### src/rtl/ad4008_pkg.sv
// AD4008 readout shared types: FSM state enum and default parameters.
// No ports; imported by ad4008_readout and ad4008_sck_gen.
package ad4008_pkg;

  localparam int DEF_ADC_WIDTH       = 16;
  localparam int DEF_CNV_HIGH_CYCLES = 2;
  localparam int DEF_CONV_TIMEOUT    = 100;
  localparam int DEF_SCK_DIV         = 4;

  typedef enum logic [2:0] {
    IDLE,
    CNV_HIGH,
    WAIT_BUSY,
    SHIFT,
    DONE
  } state_t;

endpackage

### src/rtl/ad4008_sck_gen.sv
// SCK generator: half-period counter, rise/fall strobes, pulse counter.
// Ports: clk, rst_n, en in; sck, rise, fall, first, last out.
module ad4008_sck_gen
  import ad4008_pkg::*;
#(
  parameter int ADC_WIDTH = DEF_ADC_WIDTH,
  parameter int SCK_DIV   = DEF_SCK_DIV
) (
  input  logic clk,
  input  logic rst_n,
  input  logic en,
  output logic sck,
  output logic rise,
  output logic fall,
  output logic first,
  output logic last
);

  localparam int HW = $clog2(SCK_DIV);
  localparam int PW = $clog2(ADC_WIDTH + 2);

  logic [HW-1:0] hcnt;
  logic [PW-1:0] pcnt;
  logic          tick;

  // tick marks the clk cycle whose closing edge toggles sck
  assign tick  = en && (hcnt == HW'(SCK_DIV - 1));
  assign rise  = tick && !sck;
  assign fall  = tick && sck;
  // pcnt counts completed rising edges
  assign first = (pcnt == '0);
  assign last  = (pcnt == PW'(ADC_WIDTH + 1));

  always_ff @(posedge clk or negedge rst_n) begin
    if (!rst_n) begin
      hcnt <= '0;
      pcnt <= '0;
      sck  <= 1'b0;
    end else if (!en) begin
      hcnt <= '0;
      pcnt <= '0;
      sck  <= 1'b0;
    end else begin
      hcnt <= tick ? '0 : hcnt + 1'b1;
      if (tick) sck <= !sck;
      if (rise) pcnt <= pcnt + 1'b1;
    end
  end

endmodule

### src/rtl/ad4008_readout.sv
// AD4008 single-conversion readout with busy indicator on sdo.
// Ports: clk, rst_n, start, sdo in; cnv, sck, data, data_valid, busy, timeout_err out.
module ad4008_readout
  import ad4008_pkg::*;
#(
  parameter int ADC_WIDTH       = DEF_ADC_WIDTH,
  parameter int CNV_HIGH_CYCLES = DEF_CNV_HIGH_CYCLES,
  parameter int CONV_TIMEOUT    = DEF_CONV_TIMEOUT,
  parameter int SCK_DIV         = DEF_SCK_DIV
) (
  input  logic                 clk,
  input  logic                 rst_n,
  input  logic                 start,
  input  logic                 sdo,
  output logic                 cnv,
  output logic                 sck,
  output logic [ADC_WIDTH-1:0] data,
  output logic                 data_valid,
  output logic                 busy,
  output logic                 timeout_err
);

  localparam int TO_W = $clog2(CONV_TIMEOUT + 1);
  localparam int CH_W = $clog2(CNV_HIGH_CYCLES + 1);

  logic [1:0]           rst_pipe;
  logic                 rst_sync;
  logic [1:0]           sdo_pipe;
  logic                 sdo_s;
  state_t               state;
  state_t               state_next;
  logic [CH_W-1:0]      ccnt;
  logic [TO_W-1:0]      tcnt;
  logic [ADC_WIDTH-1:0] shreg;
  logic                 to_hit;
  logic                 rise;
  logic                 fall;
  logic                 first;
  logic                 last;

  // assert immediately, release after two clk edges
  always_ff @(posedge clk or negedge rst_n) begin
    if (!rst_n) rst_pipe <= '0;
    else        rst_pipe <= {rst_pipe[0], 1'b1};
  end
  assign rst_sync = rst_pipe[1];

  always_ff @(posedge clk or negedge rst_sync) begin
    if (!rst_sync) sdo_pipe <= '0;
    else           sdo_pipe <= {sdo_pipe[0], sdo};
  end
  assign sdo_s = sdo_pipe[1];

  ad4008_sck_gen #(
    .ADC_WIDTH (ADC_WIDTH),
    .SCK_DIV   (SCK_DIV)
  ) u_sck (
    .clk   (clk),
    .rst_n (rst_sync),
    .en    (state == SHIFT),
    .sck   (sck),
    .rise  (rise),
    .fall  (fall),
    .first (first),
    .last  (last)
  );

  always_comb begin
    state_next = state;
    to_hit     = 1'b0;
    unique case (state)
      IDLE: begin
        if (start) state_next = CNV_HIGH;
      end
      CNV_HIGH: begin
        if (ccnt == CH_W'(CNV_HIGH_CYCLES - 1))
          state_next = WAIT_BUSY;
      end
      WAIT_BUSY: begin
        // end-of-conversion wins over a same-cycle timeout
        if (!sdo_s) begin
          state_next = SHIFT;
        end else if (tcnt == TO_W'(CONV_TIMEOUT)) begin
          state_next = IDLE;
          to_hit     = 1'b1;
        end
      end
      SHIFT: begin
        if (fall && last) state_next = DONE;
      end
      DONE: begin
        state_next = IDLE;
      end
      default: begin
        state_next = IDLE;
      end
    endcase
  end

  always_ff @(posedge clk or negedge rst_sync) begin
    if (!rst_sync) begin
      state       <= IDLE;
      cnv         <= 1'b0;
      busy        <= 1'b0;
      data_valid  <= 1'b0;
      timeout_err <= 1'b0;
      ccnt        <= '0;
      tcnt        <= '0;
      shreg       <= '0;
      data        <= '0;
    end else begin
      state       <= state_next;
      cnv         <= (state_next == CNV_HIGH);
      busy        <= (state_next != IDLE);
      data_valid  <= (state_next == DONE);
      timeout_err <= to_hit;
      ccnt <= (state == CNV_HIGH) ? ccnt + 1'b1 : '0;
      tcnt <= (state == WAIT_BUSY && state_next == WAIT_BUSY)
              ? tcnt + 1'b1 : '0;
      // first rising edge precedes valid MSB on sdo
      if (rise && !first)
        shreg <= {shreg[ADC_WIDTH-2:0], sdo_s};
      if (state_next == DONE)
        data <= shreg;
    end
  end

endmodule

### config.mk
export PLATFORM = sky130hd
export DESIGN_NAME = ad4008_readout
export DESIGN_NICKNAME = d
export VERILOG_FILES = /design/src/rtl/ad4008_pkg.sv /design/src/rtl/ad4008_sck_gen.sv /design/src/rtl/ad4008_readout.sv
export SDC_FILE = /design/constraint.sdc
export NUM_CORES = 1
export LEC_CHECK = 0
export ABC_CLOCK_PERIOD_IN_PS = 3400
export BUFFER_PORTS_ARGS = -buffer_cell sky130_fd_sc_hd__buf_2
export CORE_MARGIN = 1
export CORE_UTILIZATION = 60
export DETAILED_ROUTE_END_ITERATION = 16
export GPL_TIMING_DRIVEN = 0
export PLACE_DENSITY = 0.86
export SETUP_SLACK_MARGIN = 0.15
export SLEW_MARGIN = 20
export SYNTH_ARGS = -nofsm -noshare
export SYNTH_HDL_FRONTEND = slang
export SYNTH_SLANG_ARGS = --single-unit
### constraint.sdc
create_clock -name clk -period 3.4 [get_ports clk]
set_clock_uncertainty 0.1 [all_clocks]
set_input_delay 0.68 -clock clk [delete_from_list [all_inputs] [get_ports clk]]
set_output_delay 0.68 -clock clk [all_outputs]
set_load 0.1 [all_outputs]
======== Word-level counts from Yosys, hierarchy flattened ========
Index checks and enable logic that the tools add are counted.
storage, ports and cells
  flip-flop bits (word level) ............. 60
  RAM bits ................................ 0
  ROM bits ................................ 0
  memories ................................ 0
  logic and storage cells ................. 58
  input port bits ......................... 4
  latch bits .............................. 0
operators by class
  reduce and logical (&&, ||, !) cells .... 11
  magnitude comparators ................... 0
  shift-type cells ........................ 0
  equal/unequal tests ..................... 12
  $mul .................................... 0
  add/subtract/negate cells ............... 4
  bitwise logic cells ..................... 0
  multiplexer cells ....................... 17
  div/mod/pow operators ................... 0
operators with widths
  cell                   count
  $mux W3                5
  $pmux W3 S4            1
  $mux W5                2
  $eq A3 B2 Y1 const B   3
  $add A7 B1 Y7 const B  1
  $eq A7 B7 Y1 const B   1
  $mux W7                1
  $eq A3 B1 Y1 const B   2
  $logic_and A1 B1 Y1    6
  $mux W2                3
  $add A5 B1 Y5 const B  1
  $eq A5 B5 Y1 const B   1
  $logic_not A5 Y1       1
  $mux W1                5
  $add A2 B1 Y2 const B  2
  $ne A2 B2 Y1 const B   2
  $eq A3 B3 Y1 const B   1
  $logic_not A3 Y1       1
  $reduce_bool A3 Y1     1
  $eq A2 B1 Y1 const B   1
  $eq A2 B2 Y1 const B   1
  $logic_not A1 Y1       2

======== Logic depth before layout (Yosys ltp) ========
Gate-level depths: netlist of the first run.
  depth after elaboration ................. 9
  depth in mapped cells ................... 6

======== By module ========
A second synthesis of the first run with hierarchy kept.
unflattened totals
  cell total of the unflattened synthesis .. 187
  area, all modules ....................... 2,513.7 um^2
by module, submodules not included
  module          cells each  times used  area an instance (um^2)
  ad4008_readout  145         1           2,088.3
  ad4008_sck_gen  42          1           425.4

======== Worst setup path after synthesis of the first run ========
No wires, ideal clock.
  path type ............................... reg-to-reg
  start point ............................. register u_sck.sck
  end point ............................... register data[1]
  period minus slack after synthesis ...... 2.415 ns
  library setup time ...................... 0.126 ns
  path slack .............................. 0.985 ns
  arrival time ............................ 2.188 ns
  stages on the path, launching flop included .. 5
  path through ............................ dfrtp_1 nand4_1 nor3_4 buf_8 mux2_4
on the way
  cells in the longest elaborated chain, start to end .. 5
RTL lines
  what                     RTL line               RTL
  start, declared          ad4008_sck_gen.sv:12   output logic sck,
  start signal, assigned   ad4008_sck_gen.sv:45   if (tick) sck <= !sck;
  $logic_and A1 B1 Y1      ad4008_sck_gen.sv:29   assign fall = tick && sck;
  $logic_and A1 B1 Y1      ad4008_readout.sv:89   if (fall && last) state_next = DONE;
  $mux W3                  ad4008_readout.sv:89
  $pmux W3 S4              ad4008_readout.sv:71   unique case (state)
  named net state_next[2]  ad4008_readout.sv:31   state_t state_next;
  $eq A3 B3 Y1             ad4008_readout.sv:123  if (state_next == DONE)
  end signal, assigned     ad4008_readout.sv:124  data <= shreg;
  end, declared            ad4008_readout.sv:17   output logic [ADC_WIDTH-1:0] data,
The timed path passes the listed nets, and every way through them passes these cells.
A chain may end at the register's enable or synchronous reset.

======== Final worst setup path of the first run ========
  start point ............................. register u_sck.hcnt[0]
  end point ............................... register data[3]
on the way
  cells in the longest elaborated chain, start to end .. 7
RTL lines
  what                     RTL line               RTL
  start, declared          ad4008_sck_gen.sv:22   logic [HW-1:0] hcnt;
  start signal, assigned   ad4008_sck_gen.sv:44   hcnt <= tick ? '0 : hcnt + 1'b1;
  $eq A2 B2 Y1             ad4008_sck_gen.sv:27   assign tick = en && (hcnt == HW'(SCK_DIV - 1));
  $logic_and A1 B1 Y1      ad4008_sck_gen.sv:27
  $logic_and A1 B1 Y1      ad4008_sck_gen.sv:29
  $logic_and A1 B1 Y1      ad4008_readout.sv:89
  $mux W3                  ad4008_readout.sv:89
  $pmux W3 S4              ad4008_readout.sv:71
  named net state_next[2]  ad4008_readout.sv:31
  $eq A3 B3 Y1             ad4008_readout.sv:123
The timed path passes the listed nets, and every way through them passes these cells.

==> reports/metrics.csv, run 1 <==
stage,metric,value,unit
critical_path,critical path class,reg2reg,
cells_and_area,Nets,236,
die,I/O pin cnt,25,
die,core box area,0.00409,sq mm
synth,predominant post-synthesis flop cell,dfrtp_1,
drt,post-route DRC violation count,0,
die,die area,0.00458,sq mm
critical_path,required time worst endpoint,3.51,ns
outcome,status,finished clean,
clock_tree,number of clock sinks,60,
grt,Tot GR Track Use,21.6,%
timing,"Slew Viols, Final",0,
timing,maximum clock frequency,0.473,GHz
cells_and_area,fin area,0.00297,sq mm
clock_tree,Num CTS Buffers,9,
drt,wire per inst,14.9,um
clock_tree,CTS H-tree lvls,3,
drt,Routed WL,4180,um
grt,vias in the first global route,1501,
pwr,peak supply drop,311,uV
drt,drt first pass iters,4,
critical_path,Critical Path AT,2.23,ns
timing,final setup TNS,0,ns
placed_design,hpwl dp,2770,um
cells_and_area,most frequent cells in the layout,"dfrtp_1 (59), buf_2 (25), mux2_4 (19)",
synth,Synth area leader,dfrtp_1,
critical_path,element type at the critical path end,flop,
synth,syn nets,200,
synth,top cells by area in the synthesized netlist,"dfrtp_1 (58%), mux2_4 (11%), mux2_1 (3.5%)",
synth,Synth Instances,189,
synth,share of the synthesized area in the top cell type,58.0,%
cells_and_area,synth-to-layout area growth,14.7,%
timing,Finish-stage setup viols,0,
timing,RSZ-0062 raised after global routing,no,
placed_design,RD Place Congestion,0.800,
timing,hold slack,0.246,ns
synth,Syn Area/Cell,13.7,sq um
timing,Final Hold Fails,0,
synth,sequential share of the synthesized area,58.0,%
critical_path,"critical path fanouts, max",10,
clock_tree,Max clock buf depth,2,
clock_tree,clk root buf,clkbuf_8,
timing,minimum clock period,2.11,ns
synth,number of flops mapped to enable cells by yosys,0,
die,Starting Density,63.4,%
placed_design,Port Buffers,24,
synth,post-synthesis register bit count,60,
cells_and_area,"commonest non-fill, non-tap cell in the layout",dfrtp_1,
pwr,Pwr Total,1700,uW
drt,DRT iter0 DRCs,110,
die,num rows,23,
worst_hold_path,class of the worst hold path,reg2reg,
synth,Syn. warnings,0,
clock_tree,CTS tree,done,
synth,asr flop ratio synth,100,%
synth,post-synthesis cell area,0.00259,sq mm
cells_and_area,ANT cells,0,
grt,initial antenna violation count,0,
die,Die Wd,67.7,um
drt,post-route ant nets,0,
drt,vias after detailed routing,1513,
critical_path,Worst setup SP type,flop,
drt,Via density,5.40,
synth,"Distinct cells, synth",43,
flow_run,max-cap check violation count,0,
pwr,PwrDens,573,mW/mm^2
clock_tree,Post-CTS Setup Repair Bufs,0,
timing,Slew HR,51.0,%
die,DIE HEIGHT,67.7,um
timing,Least-Margin Pin Slew,0.735,ns
timing,Final period util,62.2,%
placed_design,Placed Area,0.00278,sq mm
clock_tree,clock transition at the registers of the reported paths,0.07,ns
cells_and_area,layout cells sized above 1,30.4,%
grt,gr ovfl total,0,
pwr,leakage,0.00146,uW
cells_and_area,Filler cells,280,
grt,largest net degree at the start of global routing,59,
grt,first-pass GRT wire length,6910,um
clock_tree,worst skew pair latency,0.33,ns
## worst paths after layout
| check | startpoint | to | slack [ns] | cells after the start |
|---|---|---|---|---|
| worst max-delay path | u_sck.hcnt[0] | data[3] | 1.29 | 5 |
| worst min-delay path | sdo_pipe[0] | sdo_pipe[1] | 0.25 | 0 |
| worst max register to register | u_sck.hcnt[0] | data[3] | 1.29 | 5 |
| worst min register to register | sdo_pipe[0] | sdo_pipe[1] | 0.25 | 0 |
| max in group asynchronous | rst_pipe[1] | u_sck.hcnt[0] | 2.41 | 0 |
| min in group asynchronous | rst_pipe[1] | data[14] | 0.29 | 0 |
## through the flow
step | utilization, % | setup WS (ns) | std cells
3_3_place_gp | 67.9 | 0.916 | 263
3_5_place_dp | 67.9 | 1.31 | 263
4_1_cts | 72.4 | 1.30 | 279
5_1_grt | 72.7 | 1.20 | 280
6_report | 72.7 | 1.29 | 280
2_1_floorplan | - | 0.985 | 189
## state kept, by name, indices dropped and copies added (netlist names), 2 cells and up
name,flops
rst_pipe,2
tcnt,7
state,3
sdo_pipe,2
shreg,16
u_sck.pcnt,5
u_sck.hcnt,2
ccnt,2
data,16
## area by class of cell
cell class / count / area, sq um / area share, %
Timing Repair Buffer: 25 / 130 / 4.38
Clock buffer: 11 / 131 / 4.42
Buffer: 6 / 46.3 / 1.56
Sequential cell: 60 / 1510 / 50.7
Multi-Input combinational cell: 114 / 1010 / 34.0
Inverter: 9 / 33.8 / 1.14
Clock inverter: 5 / 52.6 / 1.77
Tap cell: 50 / 62.6 / 2.11
## synthesized netlist by cell type (2+ instances only)
cell type	instances
a21oi_1	7
xnor2_1	3
nand2b_1	2
or3_1	5
inv_1	9
nor2_1	13
buf_8	2
o21ai_0	4
nor3_1	5
xor2_1	3
nand2_1	4
mux2_4	19
clkbuf_1	3
dfrtp_1	60
mux2_1	8
ha_1	7
nand3_1	3
nor4b_1	2
nand3b_1	2
mux2_2	5
## critical path, cell delays in order, from the launching register on
cell and delay, ns:
dfrtp_1 0.34, ha_1 0.27, nand4_1 0.29, nor3_4 0.45, buf_8 0.23, mux2_4 0.31
## kinds of logic (layout without fill, tap and decap cells)
group | count (synthesis) | in the layout | synth area share (%)
simple gates | 49 | 49 | 12.2
mux | 33 | 33 | 17.1
compound gates | 18 | 18 | 4.11
other cells | 1 | 1 | 0.145
fa+ha+maj | 7 | 7 | 3.38
flops | 60 | 60 | 58.0
xor+xnor | 6 | 6 | 2.03
buf+inv | 15 | 56 | 3.09
## timing repair
item | CTS | global route
endpoints found under the hold margin | 0 | 2
hold buffers | 0 | 1
resized for setup | 0 | 0
## power breakdown
group	leakage, uW	switching [uW]	internal, uW
sequential	0.000802	64.9	774
combinational	0.000569	152	113
clock	0.0000931	264	335
total	0.00146	481	1220
## layer usage
layer | track usage, % | routed length (um)
met5 | 0 | 0
met4 | 8.78 | 59
met3 | 8.61 | 127
met2 | 32.8 | 1980
met1 | 27.4 | 2010
Note: power is estimated with default switching activity, not from simulation.
==> run 2, diff against run 1 <==
ABC_CLOCK_PERIOD_IN_PS = 2200   (was 3400)
CORE_UTILIZATION = 58   (was 60)
PLACE_DENSITY = 0.83   (was 0.86)
clock period = 2.2 ns   (was 3.4 ns; I/O delays follow)
==> run 2 against run 1 <==
Effect of this change: worst setup slack lost 1.1 ns; core utilization grew 2.2 points; sequential cell count is the same; die area grew 3.4%; non-clock buffer count grew 2; combinational power grew 55%; sequential share of layout area shrank 2.1 points; register-to-register slack lost 1.1 ns; critical path type unchanged; critical endpoint is now data[2]; largest power group is now the clock network.
==> reports/metrics.csv, run 2 (synthesis results as in run 1) <==
stage,metric,value,unit,change
outcome,status,finished clean,,unchanged
worst_hold_path,WHS Endpoint,sdo_pipe[0],,was sdo_pipe[1]
cells_and_area,"commonest non-fill, non-tap cell in the layout",dfrtp_1,,unchanged
critical_path,"critical path, cell by cell",ha_1 > nand4_1 > nor3_4 > buf_8 > mux2_4,,unchanged
critical_path,R2R Setup Slk,0.22,ns,was 1.29 ns
die,Die Wd,68.8,um,was 67.7 um
placed_design,Port Buffers,24,,unchanged
clock_tree,CTS resizes,0,,unchanged
die,die area,0.00474,sq mm,was 0.00458 sq mm
grt,first-pass GRT wire length,7020,um,was 6910 um
placed_design,Placed Cells,263,,unchanged
critical_path,worst r2r dst,data[2],,was data[3]
grt,largest net degree at the start of global routing,59,,unchanged
cells_and_area,Filler cells,266,,was 280
critical_path,Top Family by Delay on Critical Path,simple AND/OR/NAND/NOR gates,,unchanged
drt,post-route ant nets,0,,unchanged
pwr,peak supply drop,530,uV,was 311 uV
flow_run,max-cap check violation count,0,,unchanged
worst_hold_path,HP Start,sdo,,was sdo_pipe[0]
critical_path,Worst path depth,5,,unchanged
cells_and_area,Post-Layout Cell Count,282,,was 280
clock_tree,Max clock buf depth,2,,unchanged
drt,drt first pass iters,6,,was 4
die,Starting Density,62.5,%,was 63.4%
drt,DRT iter0 DRCs,70,,was 110
timing,Final period util,89.8,%,was 62.2%
die,core box area,0.00414,sq mm,was 0.00409 sq mm
grt,initial antenna violation count,0,,unchanged
clock_tree,worst skew pair latency,0.33,ns,about the same
timing,minimum clock period,1.98,ns,was 2.11 ns
pwr,PwrDens,1010,mW/mm^2,was 573 mW/mm^2
cells_and_area,FF/Latch Area,0.00151,sq mm,about the same
die,I/O pin cnt,25,,unchanged
critical_path,Max stage delay on crit path,0.36,ns,was 0.45 ns
cells_and_area,Top Registers,"data: 16 flops, shreg: 16 flops, tcnt: 7 flops",,unchanged
drt,wire per inst,15.2,um,was 14.9 um
placed_design,Placed Area,0.00278,sq mm,about the same
timing,Least-Margin Pin Slew,0.713,ns,was 0.735 ns
critical_path,Critical Path AT,2.10,ns,was 2.23 ns
timing,maximum clock frequency,0.506,GHz,was 0.473 GHz
cells_and_area,Multi-input gate area,0.00101,sq mm,unchanged
cells_and_area,ANT cells,0,,unchanged
critical_path,element type at the critical path end,flop,,unchanged
pwr,leakage,0.00152,uW,was 0.00146 uW
clock_tree,Num CTS Buffers,9,,unchanged
timing,Finish-stage setup viols,0,,unchanged
critical_path,reg2reg path depth,5,,unchanged
timing,RSZ-0062 raised after global routing,no,,unchanged
cells_and_area,layout cells sized above 1,32.3,%,was 30.4%
cells_and_area,fin area,0.00310,sq mm,was 0.00297 sq mm
critical_path,"critical path fanouts, max",10,,unchanged
clock_tree,CTS H-tree lvls,3,,unchanged
grt,Tot GR Track Use,21.6,%,about the same
critical_path,RR Startpoint,u_sck.hcnt[0],,unchanged
drt,Routed WL,4290,um,was 4180 um
placed_design,RD Place Congestion,0.763,,was 0.800
critical_path,critical path class,reg2reg,,unchanged
cells_and_area,most frequent cells in the layout,"dfrtp_1 (58), buf_2 (25), mux2_4 (19)",,"was dfrtp_1 (59), buf_2 (25), mux2_4 (19)"
clock_tree,CTS tree,done,,unchanged
cells_and_area,Nets,238,,was 236
grt,vias in the first global route,1590,,was 1501
timing,final setup TNS,0,ns,unchanged
drt,post-route DRC violation count,0,,unchanged
placed_design,hpwl dp,2660,um,was 2770 um
clock_tree,number of clock sinks,60,,unchanged
worst_hold_path,hold path depth,1,,was 0
critical_path,WP buf/inv,1,,unchanged
die,DIE HEIGHT,68.8,um,was 67.7 um
critical_path,CP max stage cell,nor3_4,,unchanged
critical_path,Worst setup SP type,flop,,unchanged
grt,gr ovfl total,0,,unchanged
clock_tree,clk root buf,clkbuf_8,,unchanged
timing,Final Hold Fails,0,,unchanged
cells_and_area,synth-to-layout area growth,19.8,%,was 14.7%
clock_tree,clock transition at the registers of the reported paths,0.07,ns,about the same
timing,"Slew Viols, Final",0,,unchanged
critical_path,required time worst endpoint,2.32,ns,was 3.51 ns
die,num rows,23,,unchanged
timing,Slew HR,52.5,%,was 51.0%
drt,Via density,5.45,,was 5.40
drt,vias after detailed routing,1537,,was 1513
worst_hold_path,class of the worst hold path,in2reg,,was reg2reg
## run 2: how the worst max path moves through the flow
stage                 to          start  slack [ns]
2_1_floorplan    data[1]      u_sck.sck        0.14
3_3_place_gp   u_sck.sck    rst_pipe[1]       -0.43
3_5_place_dp     data[4]  u_sck.hcnt[0]        0.12
4_1_cts          data[2]  u_sck.hcnt[0]        0.24
5_1_grt          data[2]  u_sck.pcnt[1]        0.15
6_report         data[2]  u_sck.hcnt[0]        0.22
## run 2: power breakdown
group          internal [uW]  switching, uW  total [uW]
registers               1200            101        1300
clock network            979            430        1410
logic                    178            233         410
total                   2360            763        3120
## run 2: layer usage
layer,GRT usage (%),share of wire [%],up-vias
li1,-,-,736
met1,25.1,47,760
met2,34.6,47,35
met3,6.74,4.3,6
met4,13.8,1.2,0
met5,0,0,-
## run 2: layout make-up
type                    instances  area share [%]
clock buffers                   9            3.99
well taps                      50            2.02
repair buffers                 27            5.08
plain buffers                   6            1.49
inverters                       9            1.09
clock inverters                 7            5.24
multi-input cells             114            32.5
flip-flops and latches         60            48.6
## run 2: what timing repair did
| item | in CTS | in global routing |
|---|---|---|
| hold buffers | 1 | 0 |
| setup buffers | 2 | 0 |
| hold endpoints to repair | 2 | 0 |
| setup endpoints to repair | 11 | 0 |
## run 2: through the flow
step,worst slack [ns],hold slack [ns],total power (uW),util [%]
floorplan,0.140,0.0444,1640,-
global placement,-0.431,0.126,1700,66.9
detailed placement,0.118,0.128,1720,67.0
CTS,0.237,0.0935,3150,74.8
global route,0.154,0.0885,3260,74.8
finish,0.224,0.110,3120,74.8
==> run 3, diff against run 2 <==
CORE_UTILIZATION = 42   (was 58)
PLACE_DENSITY = 0.65   (was 0.83)
==> run 3 against run 2 <==
Effect of this change: clock-buffer cell count rose by 1; sequential cell count is the same; total power fell by 7.4%; clock power shrank 16%; sequential share of layout area did not move; sequential power about the same; core utilization decreased by 22 points; cell count increased by 9.2%; global-route usage shrank 6.6 points; highest routed layer unchanged.
==> reports/metrics.csv, run 3 (synthesis results as in run 1) <==
stage,metric,value,unit,change
outcome,status,finished clean,,unchanged
grt,largest net degree at the start of global routing,48,,was 59
clock_tree,CTS H-tree lvls,3,,unchanged
timing,Final Hold Fails,0,,unchanged
critical_path,reg2reg path depth,5,,unchanged
drt,post-route ant nets,0,,unchanged
placed_design,Port Buffers,24,,unchanged
die,Die Wd,80.5,um,was 68.8 um
clock_tree,Num CTS Buffers,9,,unchanged
grt,vias in the first global route,1531,,was 1590
cells_and_area,Filler cells,521,,was 266
drt,top layer in use,met4,,unchanged
drt,drt first pass iters,4,,was 6
cells_and_area,synth-to-layout area growth,19.8,%,unchanged
placed_design,hpwl dp,2770,um,was 2660 um
critical_path,worst r2r dst,data[13],,was data[2]
timing,Final period util,87.3,%,was 89.8%
cells_and_area,most frequent cells in the layout,"dfrtp_1 (58), buf_2 (25), mux2_4 (19)",,unchanged
timing,final setup TNS,0,ns,unchanged
drt,met2 wire length,1880,um,was 2020 um
drt,wire per inst,13.2,um,was 15.2 um
timing,minimum clock period,1.92,ns,was 1.98 ns
cells_and_area,Nets,239,,was 238
timing,RSZ-0062 raised after global routing,no,,unchanged
pwr,leakage,0.00151,uW,was 0.00152 uW
critical_path,required time worst endpoint,2.32,ns,about the same
grt,Tot GR Track Use,15.0,%,was 21.6%
clock_tree,number of clock sinks,60,,unchanged
timing,"Slew Viols, Final",0,,unchanged
die,DIE HEIGHT,80.5,um,was 68.8 um
die,I/O pin cnt,25,,unchanged
clock_tree,worst skew pair latency,0.34,ns,was 0.33 ns
critical_path,Critical Path AT,2.05,ns,was 2.10 ns
critical_path,"critical path fanouts, max",7,,was 10
flow_run,max-cap check violation count,0,,unchanged
die,num rows,28,,was 23
critical_path,element type at the critical path end,flop,,unchanged
drt,post-route DRC violation count,0,,unchanged
cells_and_area,Post-Layout Cell Count,308,,was 282
critical_path,Worst setup SP type,flop,,unchanged
drt,Via density,4.90,,was 5.45
timing,Slew HR,63.5,%,was 52.5%
clock_tree,Max clock buf depth,2,,unchanged
critical_path,RR Startpoint,u_sck.hcnt[0],,unchanged
cells_and_area,"commonest non-fill, non-tap cell in the layout",dfrtp_1,,unchanged
drt,Routed WL,4070,um,was 4290 um
critical_path,R2R Setup Slk,0.28,ns,was 0.22 ns
pwr,PwrDens,930,mW/mm^2,was 1010 mW/mm^2
worst_hold_path,class of the worst hold path,reg2async,,was in2reg
timing,Least-Margin Pin Slew,0.544,ns,was 0.713 ns
grt,first-pass GRT wire length,7040,um,was 7020 um
cells_and_area,Multi-input gate area,0.00101,sq mm,unchanged
drt,vias after detailed routing,1510,,was 1537
clock_tree,CTS tree,done,,unchanged
die,die area,0.00648,sq mm,was 0.00474 sq mm
drt,DR WL met3,220,um,was 183 um
cells_and_area,Top Registers,"data: 16 flops, shreg: 16 flops, tcnt: 7 flops",,unchanged
pwr,peak supply drop,459,uV,was 530 uV
cells_and_area,layout cells sized above 1,32.2,%,was 32.3%
placed_design,RD Place Congestion,0.751,,was 0.763
timing,hold slack,0.0623,ns,was 0.110 ns
clock_tree,clk root buf,clkbuf_8,,unchanged
drt,Met1 Wirelength,1910,um,was 2030 um
die,Starting Density,43.7,%,was 62.5%
grt,initial antenna violation count,0,,unchanged
placed_design,Placed Cells,289,,was 263
clock_tree,clock transition at the registers of the reported paths,0.07,ns,about the same
cells_and_area,FF/Latch Area,0.00151,sq mm,unchanged
cells_and_area,ANT cells,0,,unchanged
timing,Finish-stage setup viols,0,,unchanged
drt,DRT iter0 DRCs,37,,was 70
timing,maximum clock frequency,0.521,GHz,was 0.506 GHz
critical_path,critical path class,reg2reg,,unchanged
grt,gr ovfl total,0,,unchanged
die,core box area,0.00592,sq mm,was 0.00414 sq mm
==> run 3: worst max-delay path, stage by stage, from the launching register on <==
cell and delay, ns:
dfrtp_1 0.35, ha_1 0.27, nand4_1 0.26, nor3_4 0.29, buf_4 0.20, mux2_2 0.34
==> run 3: area by class of cell <==
cell class	count	area share (%)
inverter	9	1.09
clock buffer	10	4.11
clock inverter	6	3.63
sequential	60	48.6
multi-input combinational	114	32.5
timing repair buffer	28	5.57
buffer	6	1.49
tap	75	3.03
==> run 3: what timing repair did <==
| action | 4_1_cts | 5_1_grt |
|---|---|---|
| setup endpoints to repair | 9 | 10 |
| pin swaps | 1 | 0 |
| hold endpoints to repair | 2 | 0 |
| gates resized for setup | 0 | 0 |
| hold buffers | 1 | 0 |
| buffers inserted | 1 | 1 |
==> run 3: where the power goes <==
group	switching, uW	internal (uW)
clock	426	754
sequential	82.4	1200
combinational	241	184
==> run 3: through the flow <==
stage | setup WS (ns) | utilization (%) | power (uW) | cell area (sq um)
after floorplan | 0.140 | - | 1640 | 2590
after global placement | -0.567 | 47.4 | 1710 | 2810
after detailed placement | 0.0916 | 47.9 | 1730 | 2840
after CTS | 0.151 | 52.3 | 2930 | 3090
after global routing | 0.166 | 52.4 | 3040 | 3100
final | 0.279 | 52.4 | 2890 | 3100
==> run 3: how the worst max path moves through the flow <==
stage	start	end	slack, ns	cells after the start
detailed placement	u_sck.hcnt[0]	data[9]	0.09	5
floorplan	u_sck.sck	data[1]	0.14	4
CTS	u_sck.hcnt[0]	shreg[13]	0.15	5
global placement	rst_pipe[1]	u_sck.sck	-0.57	0
global route	u_sck.hcnt[0]	data[0]	0.17	5
finish	u_sck.hcnt[0]	data[13]	0.28	5
==> run 3: metal layers <==
layer  track usage, %  vias to the layer above
met2             23.2                       29
met5                0                        -
met1             17.5                      739
li1                 -                      735
met3             7.84                        7
met4             5.89                        0
